$ cat src/rtl/tlb_walk_arbiter.sv
// Round-robin arbiter that shares one page-table walker between the Itlb and Dtlb.
// One walk in flight; handles flush (stale walks) and walker timeout.
module tlb_walk_arbiter #(
    parameter int ADDR_WIDTH     = 64,
    parameter int PERM_WIDTH     = 8,
    parameter int TIMEOUT_CYCLES = 1024
) (
    input  logic                  clk,
    input  logic                  reset,
    input  logic                  itlb_req_valid,
    input  logic [ADDR_WIDTH-1:0] itlb_req_addr,
    output logic                  itlb_resp_valid,
    output logic [ADDR_WIDTH-1:0] itlb_resp_addr,
    output logic [PERM_WIDTH-1:0] itlb_resp_perm_bits,
    output logic                  itlb_resp_fault,
    input  logic                  dtlb_req_valid,
    input  logic [ADDR_WIDTH-1:0] dtlb_req_addr,
    output logic                  dtlb_resp_valid,
    output logic [ADDR_WIDTH-1:0] dtlb_resp_addr,
    output logic [PERM_WIDTH-1:0] dtlb_resp_perm_bits,
    output logic                  dtlb_resp_fault,
    output logic                  mmu_req_valid,
    input  logic                  mmu_req_ready,
    output logic [ADDR_WIDTH-1:0] mmu_req_addr,
    input  logic                  mmu_resp_valid,
    input  logic [ADDR_WIDTH-1:0] mmu_resp_addr,
    input  logic [PERM_WIDTH-1:0] mmu_resp_perm_bits,
    input  logic                  mmu_resp_fault,
    input  logic                  flush,
    output logic                  busy
);

    localparam int CW = $clog2(TIMEOUT_CYCLES);
    localparam logic [CW-1:0] CNT_LAST = CW'(TIMEOUT_CYCLES - 1);

    typedef enum logic [2:0] {
        S_IDLE,
        S_REQ,
        S_WAIT,
        S_RESP,
        S_DRAIN
    } state_e;

    typedef enum logic {
        OWN_I = 1'b0,
        OWN_D = 1'b1
    } owner_e;

    state_e                state_q, state_d;
    owner_e                owner_q, owner_d;
    owner_e                last_grant_q, last_grant_d;
    logic [CW-1:0]         cnt_q, cnt_d;
    logic                  stale_q, stale_d;
    logic                  drain_after_q, drain_after_d;
    logic                  mmu_req_valid_q, mmu_req_valid_d;
    logic [ADDR_WIDTH-1:0] mmu_req_addr_q, mmu_req_addr_d;
    logic                  busy_q, busy_d;

    logic                  rsp_valid_d;
    logic [ADDR_WIDTH-1:0] rsp_addr_d;
    logic [PERM_WIDTH-1:0] rsp_perm_d;
    logic                  rsp_fault_d;

    logic                  itlb_resp_valid_q, itlb_resp_valid_d;
    logic [ADDR_WIDTH-1:0] itlb_resp_addr_q, itlb_resp_addr_d;
    logic [PERM_WIDTH-1:0] itlb_resp_perm_q, itlb_resp_perm_d;
    logic                  itlb_resp_fault_q, itlb_resp_fault_d;
    logic                  dtlb_resp_valid_q, dtlb_resp_valid_d;
    logic [ADDR_WIDTH-1:0] dtlb_resp_addr_q, dtlb_resp_addr_d;
    logic [PERM_WIDTH-1:0] dtlb_resp_perm_q, dtlb_resp_perm_d;
    logic                  dtlb_resp_fault_q, dtlb_resp_fault_d;

    // Next-state logic: grant, walker handshake, response capture, flush and timeout.
    always_comb begin
        state_d        = state_q;
        owner_d        = owner_q;
        last_grant_d   = last_grant_q;
        cnt_d          = cnt_q;
        stale_d        = stale_q;
        drain_after_d  = drain_after_q;
        mmu_req_addr_d = mmu_req_addr_q;
        rsp_valid_d    = 1'b0;
        rsp_addr_d     = '0;
        rsp_perm_d     = '0;
        rsp_fault_d    = 1'b0;

        unique case (state_q)
            S_IDLE: begin
                if (itlb_req_valid || dtlb_req_valid) begin
                    if (itlb_req_valid && dtlb_req_valid) begin
                        owner_d = (last_grant_q == OWN_I) ? OWN_D : OWN_I;
                    end else if (dtlb_req_valid) begin
                        owner_d = OWN_D;
                    end else begin
                        owner_d = OWN_I;
                    end
                    last_grant_d   = owner_d;
                    mmu_req_addr_d = (owner_d == OWN_D) ? dtlb_req_addr
                                                        : itlb_req_addr;
                    stale_d        = 1'b0;
                    drain_after_d  = 1'b0;
                    state_d        = S_REQ;
                end
            end
            S_REQ: begin
                // A flushed request is still issued; its answer is drained.
                if (flush) begin
                    stale_d = 1'b1;
                end
                if (mmu_req_ready) begin
                    cnt_d          = '0;
                    stale_d        = 1'b0;
                    mmu_req_addr_d = '0;
                    state_d        = (stale_q || flush) ? S_DRAIN : S_WAIT;
                end
            end
            S_WAIT: begin
                cnt_d = cnt_q + CW'(1);
                if (flush) begin
                    state_d = mmu_resp_valid ? S_IDLE : S_DRAIN;
                end else if (mmu_resp_valid) begin
                    state_d     = S_RESP;
                    rsp_valid_d = 1'b1;
                    rsp_addr_d  = mmu_resp_addr;
                    rsp_perm_d  = mmu_resp_perm_bits;
                    rsp_fault_d = mmu_resp_fault;
                end else if (cnt_q == CNT_LAST) begin
                    state_d       = S_RESP;
                    rsp_valid_d   = 1'b1;
                    rsp_fault_d   = 1'b1;
                    drain_after_d = 1'b1;
                end
            end
            S_RESP: begin
                state_d = drain_after_q ? S_DRAIN : S_IDLE;
            end
            S_DRAIN: begin
                if (mmu_resp_valid) begin
                    drain_after_d = 1'b0;
                    state_d       = S_IDLE;
                end
            end
            default: begin
                state_d = S_IDLE;
            end
        endcase

        mmu_req_valid_d   = (state_d == S_REQ);
        busy_d            = (state_d != S_IDLE);

        itlb_resp_valid_d = rsp_valid_d && (owner_q == OWN_I);
        itlb_resp_addr_d  = (owner_q == OWN_I) ? rsp_addr_d : '0;
        itlb_resp_perm_d  = (owner_q == OWN_I) ? rsp_perm_d : '0;
        itlb_resp_fault_d = rsp_fault_d && (owner_q == OWN_I);
        dtlb_resp_valid_d = rsp_valid_d && (owner_q == OWN_D);
        dtlb_resp_addr_d  = (owner_q == OWN_D) ? rsp_addr_d : '0;
        dtlb_resp_perm_d  = (owner_q == OWN_D) ? rsp_perm_d : '0;
        dtlb_resp_fault_d = rsp_fault_d && (owner_q == OWN_D);
    end

    // State and registered outputs; reset clears everything and favours the Dtlb.
    always_ff @(posedge clk or negedge reset) begin
        if (!reset) begin
            state_q           <= S_IDLE;
            owner_q           <= OWN_I;
            last_grant_q      <= OWN_I;
            cnt_q             <= '0;
            stale_q           <= 1'b0;
            drain_after_q     <= 1'b0;
            mmu_req_valid_q   <= 1'b0;
            mmu_req_addr_q    <= '0;
            busy_q            <= 1'b0;
            itlb_resp_valid_q <= 1'b0;
            itlb_resp_addr_q  <= '0;
            itlb_resp_perm_q  <= '0;
            itlb_resp_fault_q <= 1'b0;
            dtlb_resp_valid_q <= 1'b0;
            dtlb_resp_addr_q  <= '0;
            dtlb_resp_perm_q  <= '0;
            dtlb_resp_fault_q <= 1'b0;
        end else begin
            state_q           <= state_d;
            owner_q           <= owner_d;
            last_grant_q      <= last_grant_d;
            cnt_q             <= cnt_d;
            stale_q           <= stale_d;
            drain_after_q     <= drain_after_d;
            mmu_req_valid_q   <= mmu_req_valid_d;
            mmu_req_addr_q    <= mmu_req_addr_d;
            busy_q            <= busy_d;
            itlb_resp_valid_q <= itlb_resp_valid_d;
            itlb_resp_addr_q  <= itlb_resp_addr_d;
            itlb_resp_perm_q  <= itlb_resp_perm_d;
            itlb_resp_fault_q <= itlb_resp_fault_d;
            dtlb_resp_valid_q <= dtlb_resp_valid_d;
            dtlb_resp_addr_q  <= dtlb_resp_addr_d;
            dtlb_resp_perm_q  <= dtlb_resp_perm_d;
            dtlb_resp_fault_q <= dtlb_resp_fault_d;
        end
    end

    assign mmu_req_valid       = mmu_req_valid_q;
    assign mmu_req_addr        = mmu_req_addr_q;
    assign busy                = busy_q;
    assign itlb_resp_valid     = itlb_resp_valid_q;
    assign itlb_resp_addr      = itlb_resp_addr_q;
    assign itlb_resp_perm_bits = itlb_resp_perm_q;
    assign itlb_resp_fault     = itlb_resp_fault_q;
    assign dtlb_resp_valid     = dtlb_resp_valid_q;
    assign dtlb_resp_addr      = dtlb_resp_addr_q;
    assign dtlb_resp_perm_bits = dtlb_resp_perm_q;
    assign dtlb_resp_fault     = dtlb_resp_fault_q;

endmodule

$ cat config.mk
export PLATFORM = sky130hd
export DESIGN_NAME = tlb_walk_arbiter
export DESIGN_NICKNAME = d
export VERILOG_FILES = /design/src/rtl/tlb_walk_arbiter.sv
export SDC_FILE = /design/constraint.sdc
export NUM_CORES = 1
export LEC_CHECK = 0
export ABC_AREA = 1
export CAP_MARGIN = 20
export CORE_AREA = 2 2 164 166
export DETAILED_ROUTE_END_ITERATION = 8
export DIE_AREA = 0 0 166 168
export DONT_BUFFER_PORTS = 1
export GPL_TIMING_DRIVEN = 0
export PLACE_DENSITY = 0.55
export SLEW_MARGIN = 40
export SYNTH_ARGS = -nofsm -noshare
export SYNTH_HDL_FRONTEND = slang
export SYNTH_SLANG_ARGS = --single-unit
$ cat constraint.sdc
create_clock -name clk -period 1.6 [get_ports clk]
set_input_delay 0.24 -clock clk [delete_from_list [all_inputs] [get_ports clk]]
set_output_delay 0.24 -clock clk [all_outputs]
set_load 0.005 [all_outputs]
==> impl_metrics.ini <==
[synthesis]
synth_top_area_share_pct = 63.8
yosysSeqAreaShare_pct = 63.8
postSynthRegisterBits = 230
post_synthesis_cell_area_um2 = 9030
largest_area_contributor_in_the_synthesized_netlist = sky130_fd_sc_hd__dfrtp_1
ys_top_cells_by_area = sky130_fd_sc_hd__dfrtp_1 64%, sky130_fd_sc_hd__nor3_1 8.1%, sky130_fd_sc_hd__o211ai_1 5.3%
post_synth_inst_count = 893
mappedNetlistNets = 1102
yosys_warnings = 0
syn_area_cell_um2 = 10.1
yosys.cell_types.count = 23

[min_path]
hold_class = in2async

[clocking]
clock_path_buffers = 3
clk_latency_ns = 0.52
clock-root-buffer = sky130_fd_sc_hd__clkbuf_16
cts-buffers-inserted = 24
cts_tree = built
clock_sinks = 230
cts.htree.levels = 1
clkSlewWorstSetupHoldPaths_ns = 0.06

[timing]
final_hold_viol_count = 231
timing.final.crit_share_pct = 104
slew_violations = 0
max-slew-margin-rel_pct = 40.4
maxClockFrequency_mhz = 603
hold_slack_ns = -0.576
final.min_clock_period_ns = 1.66
worst_pin_slew_ns = 0.893
fin_worst_skew_ns = 0.0151
setup-tns-final_ns = -0.514
rsz_0062_raised_after_global_routing = true
final-setup-viol-count = 30
postLayoutSetupSlackWorst_ns = -0.0571

[floorplanning]
initial_core_util_pct = 34.3
design.core.area_um2 = 26400
die_width_um = 166
floorplan.io_pins = 422
rows = 60
floorplan.die_area_um2 = 27900
die_h_um = 168

[detailed_routing]
firstDrtPassIters = 4
drt_wl_total_um = 30400
drt-vias-per-instance = 5.15
vias = 7428
detailedRoute.firstIterationViolations = 381
ant_nets = 0
drc = 0
wire_per_inst_um = 21.1

[power_and_ir_drop]
power.ir.vdd_worst_v = 0.00107
power_density_nw_per_um2 = 1670
p_leak_nw = 6.10

[grt]
wire_length_of_the_first_global_routing_pass_um = 44900
combined_global_route_utilization_of_all_metal_layers_pct = 20.5
grt_antenna_before_repair = 1
grt_start_max_net_pins = 231
grt_pass1_vias = 7552
grt_overflow_total = 0

[placement]
buffer_ports.inserted = 0
gp_congestion = 0.808
dpl-instance-area_um2 = 9450
place_hpwl_um = 21000

[worst_setup_path]
critical_path_peak_fanout = 6
critPathKind = reg2reg
cp.arrival_ns = 2.05
critical_path.startpoint_type = register
critPathRequiredTime_ns = 1.99
worstSetupEndpointType = register

[flow_run]
cap_violations = 0

[finish]
synthToLayoutAreaGrowth_pct = 45.5
finish.net_count = 1291
final_design_area_no_fill_um2 = 13100
drive_above_1_share_pct = 31.5

[status]
violations = hold timing, setup timing
outcome = finished, violations left
==> routing by layer <==
metal	track usage, %	part of all wire [%]	wire [um]	vias to the layer above
met2	36.7	52	15800	358
met1	23.7	36	11100	3673
met5	0	0	0	-
met3	5.08	7.3	2220	67
li1	-	-	-	3330
met4	7.86	4.1	1240	0
==> worst max-delay path, stage by stage, from the launching register on <==
cell,delay [ns]
sky130_fd_sc_hd__dfrtp_1,0.40
sky130_fd_sc_hd__nor2_2,0.17
sky130_fd_sc_hd__nand2_2,0.08
sky130_fd_sc_hd__nor2_4,0.12
sky130_fd_sc_hd__inv_2,0.07
sky130_fd_sc_hd__nand2_4,0.07
sky130_fd_sc_hd__nand2_4,0.07
sky130_fd_sc_hd__buf_6,0.14
sky130_fd_sc_hd__buf_12,0.14
sky130_fd_sc_hd__clkbuf_16,0.15
sky130_fd_sc_hd__nand2_1,0.06
sky130_fd_sc_hd__o21ai_1,0.06
==> metrics by stage <==
step / power, mW / utilization, % / worst slack (ns) / std cells
final: 21.9 / 49.8 / -0.0571 / 1441
after global routing: 23.1 / 49.8 / -0.150 / 1441
after CTS: 20.8 / 46.7 / -0.0673 / 1430
after detailed placement: 12.8 / 35.9 / -0.708 / 1234
after global placement: 12.7 / 35.9 / -0.674 / 1234
after floorplan: 10.9 / - / 0.101 / 893
==> path summary, 6_finish.rpt <==
path,end,from,slack [ns],cells past startpoint
min,mmu_req_addr[17],reset,-0.58,0
min reg2reg,drain_after_q,drain_after_q,0.49,2
min in group clk,mmu_req_addr[30],itlb_req_addr[30],0,2
max,mmu_req_addr[51],state_q[1],-0.06,11
max in group asynchronous,dtlb_resp_addr[11],reset,1.59,0
max reg2reg,mmu_req_addr[51],state_q[1],-0.06,11
==> placed cells by master, fill, tap and decap left out, types with 20 or more instances in the layout <==
cell type,instances
sky130_fd_sc_hd__o21ai_2,26
sky130_fd_sc_hd__o21ai_0,29
sky130_fd_sc_hd__nor3_1,52
sky130_fd_sc_hd__clkbuf_16,32
sky130_fd_sc_hd__inv_1,86
sky130_fd_sc_hd__nand2_1,86
sky130_fd_sc_hd__nor3_2,80
sky130_fd_sc_hd__dfrtp_1,230
sky130_fd_sc_hd__buf_6,20
sky130_fd_sc_hd__or2_2,64
sky130_fd_sc_hd__dlygate4sd3_1,134
sky130_fd_sc_hd__o211ai_1,64
==> state kept, by name (all words and copies together), names as in the netlist <==
name and count:
itlb_resp_fault 1, drain_after_q 1, stale_q 1, last_grant_q 1, busy 1, state_q 3
dtlb_resp_addr 64, dtlb_resp_valid 1, cnt_q 10, mmu_req_addr 64, dtlb_resp_perm_bits 8, itlb_resp_perm_bits 8
itlb_resp_valid 1, mmu_req_valid 1, dtlb_resp_fault 1, itlb_resp_addr 64
==> cell families (layout without fill, tap and decap cells) <==
group / count (synthesis) / in the layout / share of synthesized area, %
AOI/OAI and AO/OA: 144 / 144 / 9.79
adders and majority gates: 1 / 1 / 0.139
buffers and inverters: 157 / 363 / 7.01
DFF: 230 / 230 / 63.8
other: 0 / 1 / 0
and+or+nand+nor: 361 / 361 / 19.3
==> Yosys cell counts <==
library cell                 n
sky130_fd_sc_hd__a21oi_1     4
sky130_fd_sc_hd__buf_1      10
sky130_fd_sc_hd__buf_2      14
sky130_fd_sc_hd__buf_6       3
sky130_fd_sc_hd__clkbuf_1   38
sky130_fd_sc_hd__clkbuf_2    3
sky130_fd_sc_hd__dfrtp_1   230
sky130_fd_sc_hd__ha_1        1
sky130_fd_sc_hd__inv_1      87
sky130_fd_sc_hd__inv_2       2
sky130_fd_sc_hd__nand2_1   103
sky130_fd_sc_hd__nand3_1    20
sky130_fd_sc_hd__nand3_2     1
sky130_fd_sc_hd__nand4_1     3
sky130_fd_sc_hd__nor2_1     21
sky130_fd_sc_hd__nor2_2      1
sky130_fd_sc_hd__nor3_1    147
sky130_fd_sc_hd__o211ai_1   64
sky130_fd_sc_hd__o21ai_0    72
sky130_fd_sc_hd__o21ai_1     2
sky130_fd_sc_hd__o22ai_1     2
sky130_fd_sc_hd__or2_1       1
sky130_fd_sc_hd__or2_2      64
==> cell type report <==
| cell class | instances | area, um2 |
|---|---|---|
| well taps | 341 | 427 |
| fillers | 2308 | 13200 |
| clock inverters | 10 | 160 |
| clock buffers | 33 | 686 |
| inverters | 89 | 334 |
| multi-input cells | 506 | 3450 |
| plain buffers | 68 | 606 |
| flip-flops and latches | 230 | 5760 |
| diodes | 1 | 2.50 |
| repair buffers | 163 | 1720 |
==> power by group <==
group          total (mW)  internal [mW]  switching (mW)  leakage [nW]
clock                5.95           3.64            2.30         0.412
combinational        8.18           3.54            4.64          2.58
sequential           7.79           6.77            1.01          3.11
==> timing repair <==
item / in CTS / in global routing
gates cloned: 3 / 6
endpoints found under the hold margin: 437 / 231
buffers inserted: 17 / 5
endpoints found under the setup margin: 215 / 197
gates resized for setup: 175 / 186
pin swaps: 20 / 11
hold buffers: 133 / 1
(Power assumes the default switching activity.)
